$ cat src/rtl/bpi_upgrade_rx.sv
// Upgrade-packet receiver: parses framed upgrade/reconfig packets, packs the payload
// into a 128x16 page buffer, hands each page to the exchange stage and relays its result.
module bpi_upgrade_rx #(
  parameter int unsigned FRAME_LEN      = 261,
  parameter logic [23:0] RESULT_TIMEOUT = 24'hFF_FFFF
) (
  input  logic        clk,
  input  logic        rst,
  input  logic [7:0]  din,
  input  logic        din_en,
  output logic        config_reset,
  output logic        update_flag,
  output logic        reconfig_flag,
  output logic [15:0] pack_cnt,
  output logic [15:0] pack_num,
  output logic        wr_ram_end,
  input  logic        wr_ram_ack,
  input  logic        wr_ram_en,
  input  logic [6:0]  wr_ram_raddr,
  output logic [15:0] wr_ram_rdata,
  input  logic [7:0]  con_dout,
  input  logic        con_dout_en,
  output logic [7:0]  ack_dout,
  output logic        ack_en,
  output logic [15:0] drop_cnt
);

  localparam logic [8:0] FRAME_LEN_C = FRAME_LEN[8:0];

  typedef enum logic [2:0] {
    ST_IDLE    = 3'd0,
    ST_HDR     = 3'd1,
    ST_PAYLOAD = 3'd2,
    ST_CHECK   = 3'd3,
    ST_HANDOFF = 3'd4,
    ST_WAIT    = 3'd5,
    ST_REPORT  = 3'd6
  } state_t;

  state_t      state_r;
  logic [8:0]  byte_cnt_r;
  logic [7:0]  hdr_type_r;
  logic [15:0] hdr_num_r;
  logic [15:0] hdr_cnt_r;
  logic [7:0]  hi_byte_r;
  logic [15:0] exp_cnt_r;
  logic [23:0] timer_r;
  logic        din_en_d_r;
  logic        dropping_r;
  logic        pend_e4_r;
  logic        config_reset_r;
  logic        update_flag_r;
  logic        reconfig_flag_r;
  logic [15:0] pack_cnt_r;
  logic [15:0] pack_num_r;
  logic        wr_ram_end_r;
  logic [15:0] wr_ram_rdata_r;
  logic [7:0]  ack_dout_r;
  logic        ack_en_r;
  logic [15:0] drop_cnt_r;

  logic [15:0] mem_r [0:127];

  logic        busy_s;
  logic        din_rise_s;
  logic [8:0]  pay_idx_s;
  logic        mem_we_s;
  logic [6:0]  mem_addr_s;
  logic [15:0] mem_wdata_s;
  logic        chk_fail_s;
  logic [7:0]  chk_code_s;
  logic [8:0]  byte_cnt_inc_s;

  assign config_reset  = config_reset_r;
  assign update_flag   = update_flag_r;
  assign reconfig_flag = reconfig_flag_r;
  assign pack_cnt      = pack_cnt_r;
  assign pack_num      = pack_num_r;
  assign wr_ram_end    = wr_ram_end_r;
  assign wr_ram_rdata  = wr_ram_rdata_r;
  assign ack_dout      = ack_dout_r;
  assign ack_en        = ack_en_r;
  assign drop_cnt      = drop_cnt_r;

  // Busy/edge detection and payload write decode; the odd byte of each pair commits the word.
  always_comb begin
    busy_s         = (state_r == ST_CHECK) || (state_r == ST_HANDOFF) ||
                     (state_r == ST_WAIT)  || (state_r == ST_REPORT);
    din_rise_s     = din_en & ~din_en_d_r;
    byte_cnt_inc_s = (byte_cnt_r == 9'h1FF) ? byte_cnt_r : (byte_cnt_r + 9'd1);
    pay_idx_s      = byte_cnt_r - 9'd5;
    mem_addr_s     = pay_idx_s[7:1];
    mem_wdata_s    = {hi_byte_r, din};
    if ((state_r == ST_PAYLOAD) && din_en && (byte_cnt_r < FRAME_LEN_C) && pay_idx_s[0]) begin
      mem_we_s = 1'b1;
    end else begin
      mem_we_s = 1'b0;
    end
  end

  // Frame validation, first failing rule wins.
  always_comb begin
    chk_fail_s = 1'b1;
    chk_code_s = 8'h00;
    if (byte_cnt_r != FRAME_LEN_C) begin
      chk_code_s = 8'hE1;
    end else if ((hdr_type_r != 8'h01) && (hdr_type_r != 8'h02)) begin
      chk_code_s = 8'hE2;
    end else if ((hdr_cnt_r == 16'd0) || (hdr_cnt_r > hdr_num_r) ||
                 ((hdr_cnt_r != exp_cnt_r) && (hdr_cnt_r != 16'd1))) begin
      chk_code_s = 8'hE3;
    end else begin
      chk_fail_s = 1'b0;
    end
  end

  // Page buffer write port (contents need no reset).
  always_ff @(posedge clk) begin
    if (mem_we_s) begin
      mem_r[mem_addr_s] <= mem_wdata_s;
    end
  end

  // Page buffer registered read port.
  always_ff @(posedge clk or negedge rst) begin
    if (!rst) begin
      wr_ram_rdata_r <= 16'h0000;
    end else if (wr_ram_en) begin
      wr_ram_rdata_r <= mem_r[wr_ram_raddr];
    end
  end

  // Receive/handoff/report state machine with registered outputs and busy-drop tracking.
  always_ff @(posedge clk or negedge rst) begin
    if (!rst) begin
      state_r         <= ST_IDLE;
      byte_cnt_r      <= 9'd0;
      hdr_type_r      <= 8'h00;
      hdr_num_r       <= 16'h0000;
      hdr_cnt_r       <= 16'h0000;
      hi_byte_r       <= 8'h00;
      exp_cnt_r       <= 16'd1;
      timer_r         <= 24'd0;
      din_en_d_r      <= 1'b0;
      dropping_r      <= 1'b0;
      pend_e4_r       <= 1'b0;
      config_reset_r  <= 1'b0;
      update_flag_r   <= 1'b0;
      reconfig_flag_r <= 1'b0;
      pack_cnt_r      <= 16'h0000;
      pack_num_r      <= 16'h0000;
      wr_ram_end_r    <= 1'b0;
      ack_dout_r      <= 8'h00;
      ack_en_r        <= 1'b0;
      drop_cnt_r      <= 16'h0000;
    end else begin
      din_en_d_r     <= din_en;
      config_reset_r <= 1'b0;
      ack_en_r       <= 1'b0;

      case (state_r)
        ST_IDLE: begin
          // Queued busy-drop status waits until any other status pulse has cleared.
          if (pend_e4_r && !ack_en_r) begin
            ack_en_r   <= 1'b1;
            ack_dout_r <= 8'hE4;
            pend_e4_r  <= 1'b0;
          end
          if (din_en && !dropping_r) begin
            hdr_type_r <= din;
            byte_cnt_r <= 9'd1;
            state_r    <= ST_HDR;
          end
        end
        ST_HDR: begin
          if (din_en) begin
            case (byte_cnt_r)
              9'd1:    hdr_num_r[15:8] <= din;
              9'd2:    hdr_num_r[7:0]  <= din;
              9'd3:    hdr_cnt_r[15:8] <= din;
              9'd4:    hdr_cnt_r[7:0]  <= din;
              default: hdr_num_r       <= hdr_num_r;
            endcase
            byte_cnt_r <= byte_cnt_inc_s;
            if (byte_cnt_r == 9'd4) begin
              state_r <= ST_PAYLOAD;
            end
          end else begin
            state_r <= ST_CHECK;
          end
        end
        ST_PAYLOAD: begin
          if (din_en) begin
            byte_cnt_r <= byte_cnt_inc_s;
            if (!pay_idx_s[0]) begin
              hi_byte_r <= din;
            end
          end else begin
            state_r <= ST_CHECK;
          end
        end
        ST_CHECK: begin
          if (chk_fail_s) begin
            ack_en_r   <= 1'b1;
            ack_dout_r <= chk_code_s;
            state_r    <= ST_IDLE;
          end else begin
            pack_cnt_r   <= hdr_cnt_r;
            pack_num_r   <= hdr_num_r;
            exp_cnt_r    <= hdr_cnt_r + 16'd1;
            wr_ram_end_r <= 1'b1;
            state_r      <= ST_HANDOFF;
            if (hdr_cnt_r == 16'd1) begin
              update_flag_r   <= (hdr_type_r == 8'h01);
              reconfig_flag_r <= (hdr_type_r == 8'h02);
              config_reset_r  <= 1'b1;
            end
          end
        end
        ST_HANDOFF: begin
          if (wr_ram_ack) begin
            wr_ram_end_r <= 1'b0;
            timer_r      <= 24'd0;
            state_r      <= ST_WAIT;
          end
        end
        ST_WAIT: begin
          if (con_dout_en) begin
            ack_en_r   <= 1'b1;
            ack_dout_r <= con_dout;
            state_r    <= ST_REPORT;
            if ((con_dout == 8'hFF) ||
                ((con_dout == 8'h00) && (pack_cnt_r == pack_num_r))) begin
              exp_cnt_r <= 16'd1;
            end
          end else if (timer_r == (RESULT_TIMEOUT - 24'd1)) begin
            ack_en_r   <= 1'b1;
            ack_dout_r <= 8'hE5;
            exp_cnt_r  <= 16'd1;
            state_r    <= ST_REPORT;
          end else begin
            timer_r <= timer_r + 24'd1;
          end
        end
        ST_REPORT: begin
          state_r <= ST_IDLE;
        end
        default: begin
          state_r <= ST_IDLE;
        end
      endcase

      // Placed after the state case so a drop ending in IDLE re-queues its own status.
      if (dropping_r) begin
        if (!din_en) begin
          dropping_r <= 1'b0;
          pend_e4_r  <= 1'b1;
          if (drop_cnt_r != 16'hFFFF) begin
            drop_cnt_r <= drop_cnt_r + 16'd1;
          end
        end
      end else if (busy_s && din_rise_s) begin
        dropping_r <= 1'b1;
      end
    end
  end

endmodule

$ cat config.mk
export PLATFORM = sky130hd
export DESIGN_NAME = bpi_upgrade_rx
export DESIGN_NICKNAME = d
export VERILOG_FILES = /design/src/rtl/bpi_upgrade_rx.sv
export SDC_FILE = /design/constraint.sdc
export NUM_CORES = 2
export LEC_CHECK = 0
export ABC_AREA = 1
export BUFFER_PORTS_ARGS = -buffer_cell sky130_fd_sc_hd__buf_2
export CELL_PAD_IN_SITES_DETAIL_PLACEMENT = 1
export CELL_PAD_IN_SITES_GLOBAL_PLACEMENT = 2
export CORE_ASPECT_RATIO = 2
export CORE_MARGIN = 1.5
export CORE_UTILIZATION = 44
export DETAILED_ROUTE_END_ITERATION = 8
export PLACE_DENSITY_LB_ADDON = 0.15
export SETUP_SLACK_MARGIN = 0.3
export SLEW_MARGIN = 25
export SYNTH_ARGS = -nofsm -noshare
export SYNTH_HDL_FRONTEND = slang
export SYNTH_SLANG_ARGS = --single-unit
$ cat constraint.sdc
create_clock -name clk -period 3.4 [get_ports clk]
set_clock_uncertainty 0.1 [all_clocks]
set_input_delay 0 -clock clk [delete_from_list [all_inputs] [get_ports clk]]
set_output_delay 0 -clock clk [all_outputs]
set_load 0.02 [all_outputs]
==> results.txt <==
----------------------------------------------------
[Worst setup path]
  Critical path cell sequence ... o21ai_1 -> nand3_1 -> o21ai_0 -> and2_1 -> inv_1 -> nor2_1 -> buf_4 -> nand2_1 -> buf_4 -> nor2_1 -> buf_12
  Worst flop-to-flop path endpoint ... mem_r[44][0]$_DFFE_PP_
  Category of the most critical setup path ... flop to flop
  CP required ... between 3 and 4 ns
  Capture point of the worst path ... mem_r[44][0]$_DFFE_PP_
  Crit-path max FO ... 16
  Startpoint type of the worst setup path ... flop
  Worst path max stage delay ... about 0.45 ns
  Crit path max-delay cell type ... dfrtp_2
  Critical path depth in cells ... 11
  Beginning of the worst register-to-register path ... byte_cnt_r[0]$_DFFE_PN0P_
  Critical Path Sink Type ... flop
  Number of buffers and inverters on the critical path ... 4
  Crit path max-delay family ... simple AND/OR/NAND/NOR gates
  Origin of the worst setup path ... byte_cnt_r[0]$_DFFE_PN0P_
  Register-to-Register Setup Slack ... between 0.3 and 0.4 ns
  Data arrival time of the critical path ... 3.48 ns
  Reg2Reg Depth ... 11

[Clock network]
  Max H-tree Level ... 4
  Clock buffers created by TritonCTS ... ~200
  Worst-skew pair later-pin latency ... approximately 0.86 ns
  Buffers from clock root to sink, at most ... 4
  Clock root buffer ... clkbuf_16
  Clock slew seen by the registers of the worst setup and hold paths ... 0.07 ns
  Clock tree from TritonCTS ... done
  Clock Sink Count ... about 2,200
  Number of buffers inserted to repair setup after CTS ... 0

[Drt]
  Antenna-violating nets left ... 0
  # DRC ... 0
  Number of design-rule violations left by the first detailed-router iteration ... roughly 5,000
  Via/cell ratio ... approximately 5.7
  Wirelength, routed ... 314,000 um
  Number of optimization iterations in the first detailed-route pass ... 6
  Via count ... 62,800
  WL/cell ... 28.7 um

[Floorplan]
  Die width ... approximately 320 um
  Floorplan die area ... 210,000 um2
  Std cell rows ... between 200 and 250
  Floorplan Core Area ... 206,000 um2
  Starting density of the core ... 0.442
  I/O pin total ... ~110
  Vert. Die Dim ... 647 um

[GRT]
  Initial antenna violation count ... 10
  Global Route Usage Sum ... 0.297
  Number of global-route vias before repair ... between 60,000 and 70,000
  Pin count of the biggest net entering global routing ... between 100 and 150
  Wire length of the first global-routing pass ... 453,000 um
  Residual overflow from global routing ... 0

[Power]
  Switching Share ... 0.286
  Sequential Power Share ... 0.511
  Max IR drop VDD ... about 440 uV
  Logic gate share of total power ... 0.147
  Int Pwr ... 46.4 mW
  Sw Pwr ... between 15 and 20 mW
  Power density over the cells ... 624 nW/um2
  Total Power ... 65.0 mW
  Total leakage power ... approximately 37 nW
  Relative contribution of the clock network to total power ... 0.342

[Finish]
  Layout cells sized above 1 ... 0.101
  Final Cell Area ... between 100,000 and 150,000 um2
  Post-Route Utilization ... 0.506
  Commonest cells after routing, fill and taps aside ... edfxtp_1, nand2_1, nand3_1
  Signed area change from the synthesized netlist to the final layout ... 14.4%
  Most common cell after layout, fill and taps aside ... edfxtp_1
  NumNets Final ... about 8,000
  Filler-free cell count of the finished design ... about 11,000

[Synth]
  Synthesis-stage register bit count ... approximately 2,200
  Post-synth EDFFs ... between 2,000 and 2,500
  Number of warnings reported in the yosys synthesis log ... 0
  Share of synthesized area occupied by flip-flops and latches ... 0.724
  Dominant register cell in the synthesized netlist ... edfxtp_1
  Library cells used by synthesis ... 50
  Syn nets ... just under 8,000
  Syn Area/Cell ... about 12 um2
  Post-synthesis instance area ... about 90,000 um2
  Async set or reset register ratio after synthesis ... 0.0808
  Cells after Synth ... 7,782

[Timing]
  Final Setup Violations ... 0
  Setup repair after global routing missed its margin ... yes
  Hold Slack ... slightly above 0.04 ns
  Highest achievable clock rate ... ~330 MHz
  Transition at the pin with the smallest max-transition slack ... around 0.97 ns
  Portion of the clock cycle consumed by the worst path in the final layout ... 0.883
  Max-slew headroom ... 0.354
  Shortest clock period the worst path allows after layout ... approximately 3 ns
  Final count of pins violating max slew ... 0
  Setup total negative slack ... 0 ns
  Final-report hold violation count ... 0
  Final setup slack of the worst path ... between 0.3 and 0.4 ns

[Min path]
  Hold WC Path Type ... primary input to flop
  Beginning of the worst hold path ... din[6]

[Place]
  Buffers added on ports ... between 100 and 150
  Placed wire-length estimate ... between 200,000 and 250,000 um
  Area post-placement ... approximately 100,000 um2
  Weighted congestion reported at the end of routability-driven placement ... approximately 0.94
  Worst setup slack before clock tree synthesis ... -0.0873 ns
  Number of placed instances, taps included ... between 10,000 and 15,000

[Status]
  Outcome ... complete, no violations

[Job]
  # Max-Cap Violations ... 0

----------------------------------------------------
==> cells by family (layout without fill, tap and decap cells) <==
logic type / Yosys count / count (layout) / synth area share
and+or+nand+nor: 3917 / 3917 / 0.185
xor gates and xnor gates: 46 / 46 / 0.00442
DFF: 2228 / 2228 / 0.724
muxes: 1 / 1 / 0.000124
other: 0 / 3 / 0
adders and majority gates: 28 / 28 / 0.00384
AOI/OAI and AO/OA: 842 / 842 / 0.0493
buffers and inverters: 720 / 1140 / 0.0330
==> state kept, by name, summed over array words and instances (netlist names), 3 cells and up <==
name	cells
ack_dout	8
wr_ram_rdata	16
exp_cnt_r	16
pack_num	16
timer_r	24
mem_r	2048
state_r	3
byte_cnt_r	9
hdr_type_r	8
drop_cnt	16
pack_cnt	16
hdr_num_r	16
hi_byte_r	8
hdr_cnt_r	16
==> worst min-delay path by stage <==
stage               slack [ns]                 endpoint  depth (start not counted)
floorplan                -0.40  ack_dout[0]$_DFFE_PN0P_                          0
global placement         -0.07  drop_cnt[5]$_DFFE_PN0P_                          1
detailed placement       -0.07  drop_cnt[1]$_DFFE_PN0P_                          1
CTS                      0.006   timer_r[0]$_DFFE_PN0P_                          5
global route              0.05   mem_r[31][6]$_DFFE_PP_                          2
finish                    0.04   mem_r[31][6]$_DFFE_PP_                          2
==> what timing repair did <==
| action | CTS | global route |
|---|---|---|
| hold buffers | 45 | 0 |
| gates cloned | 0 | 0 |
| gates resized for setup | 5 | 29 |
| endpoints found under the hold margin | 1221 | 0 |
| endpoints found under the setup margin | 521 | 1488 |
==> power by group through the flow <==
stage	clock [mW]	sequential, mW	combinational [mW]
finish	22.3	33.2	9.55
global route	23.4	33.3	10.2
CTS	22.7	33.2	9.54
detailed placement	0	33.8	9.44
global placement	0	33.8	9.22
floorplan	0	34.0	3.68
==> worst reg2reg max path: stages (launching register included) <==
cell     delay, ns
dfrtp_2       0.45
o21ai_1       0.23
nand3_1       0.17
o21ai_0       0.17
and2_1        0.27
inv_1         0.10
nor2_1        0.11
buf_4         0.20
nand2_1       0.21
buf_4         0.26
nor2_1        0.22
buf_12        0.20
==> routing by layer <==
layer,wire length [um],vias to the layer above,global-route usage,share of wire
met2,170000,1703,0.558,0.54
met5,14,-,0,0.000045
met4,21400,2,0.179,0.068
met1,110000,32200,0.323,0.35
li1,-,28200,-,-
met3,12500,660,0.0262,0.040
==> final cells by class <==
cell class	count	area [um2]
Clock buffer	251	5350
Clock inverter	108	840
Inverter	238	935
Tap cell	2737	3420
Multi-Input combinational cell	4834	22200
Timing Repair Buffer	543	5520
Sequential cell	2228	66000
Fill cell	21500	102000
Antenna cell	3	7.51
==> synthesized netlist by cell type, types with 14 or more instances <==
cell	n	area share
edfxtp_1	2048	0.67
nand2_1	1772	0.073
nand3_1	1475	0.081
nor2_1	557	0.023
o21ai_0	522	0.029
clkbuf_1	240	0.0099
inv_1	227	0.0093
buf_2	197	0.011
dfrtp_1	179	0.049
o22ai_1	161	0.011
a21oi_1	124	0.0068
nand4_1	44	0.0030
buf_1	32	0.0013
nor3_1	32	0.0018
xor2_1	31	0.0030
ha_1	28	0.0038
o31ai_1	15	0.0012
xnor2_1	15	0.0014
nor4_1	14	0.00096
Note: power is estimated with default switching activity, not from simulation.
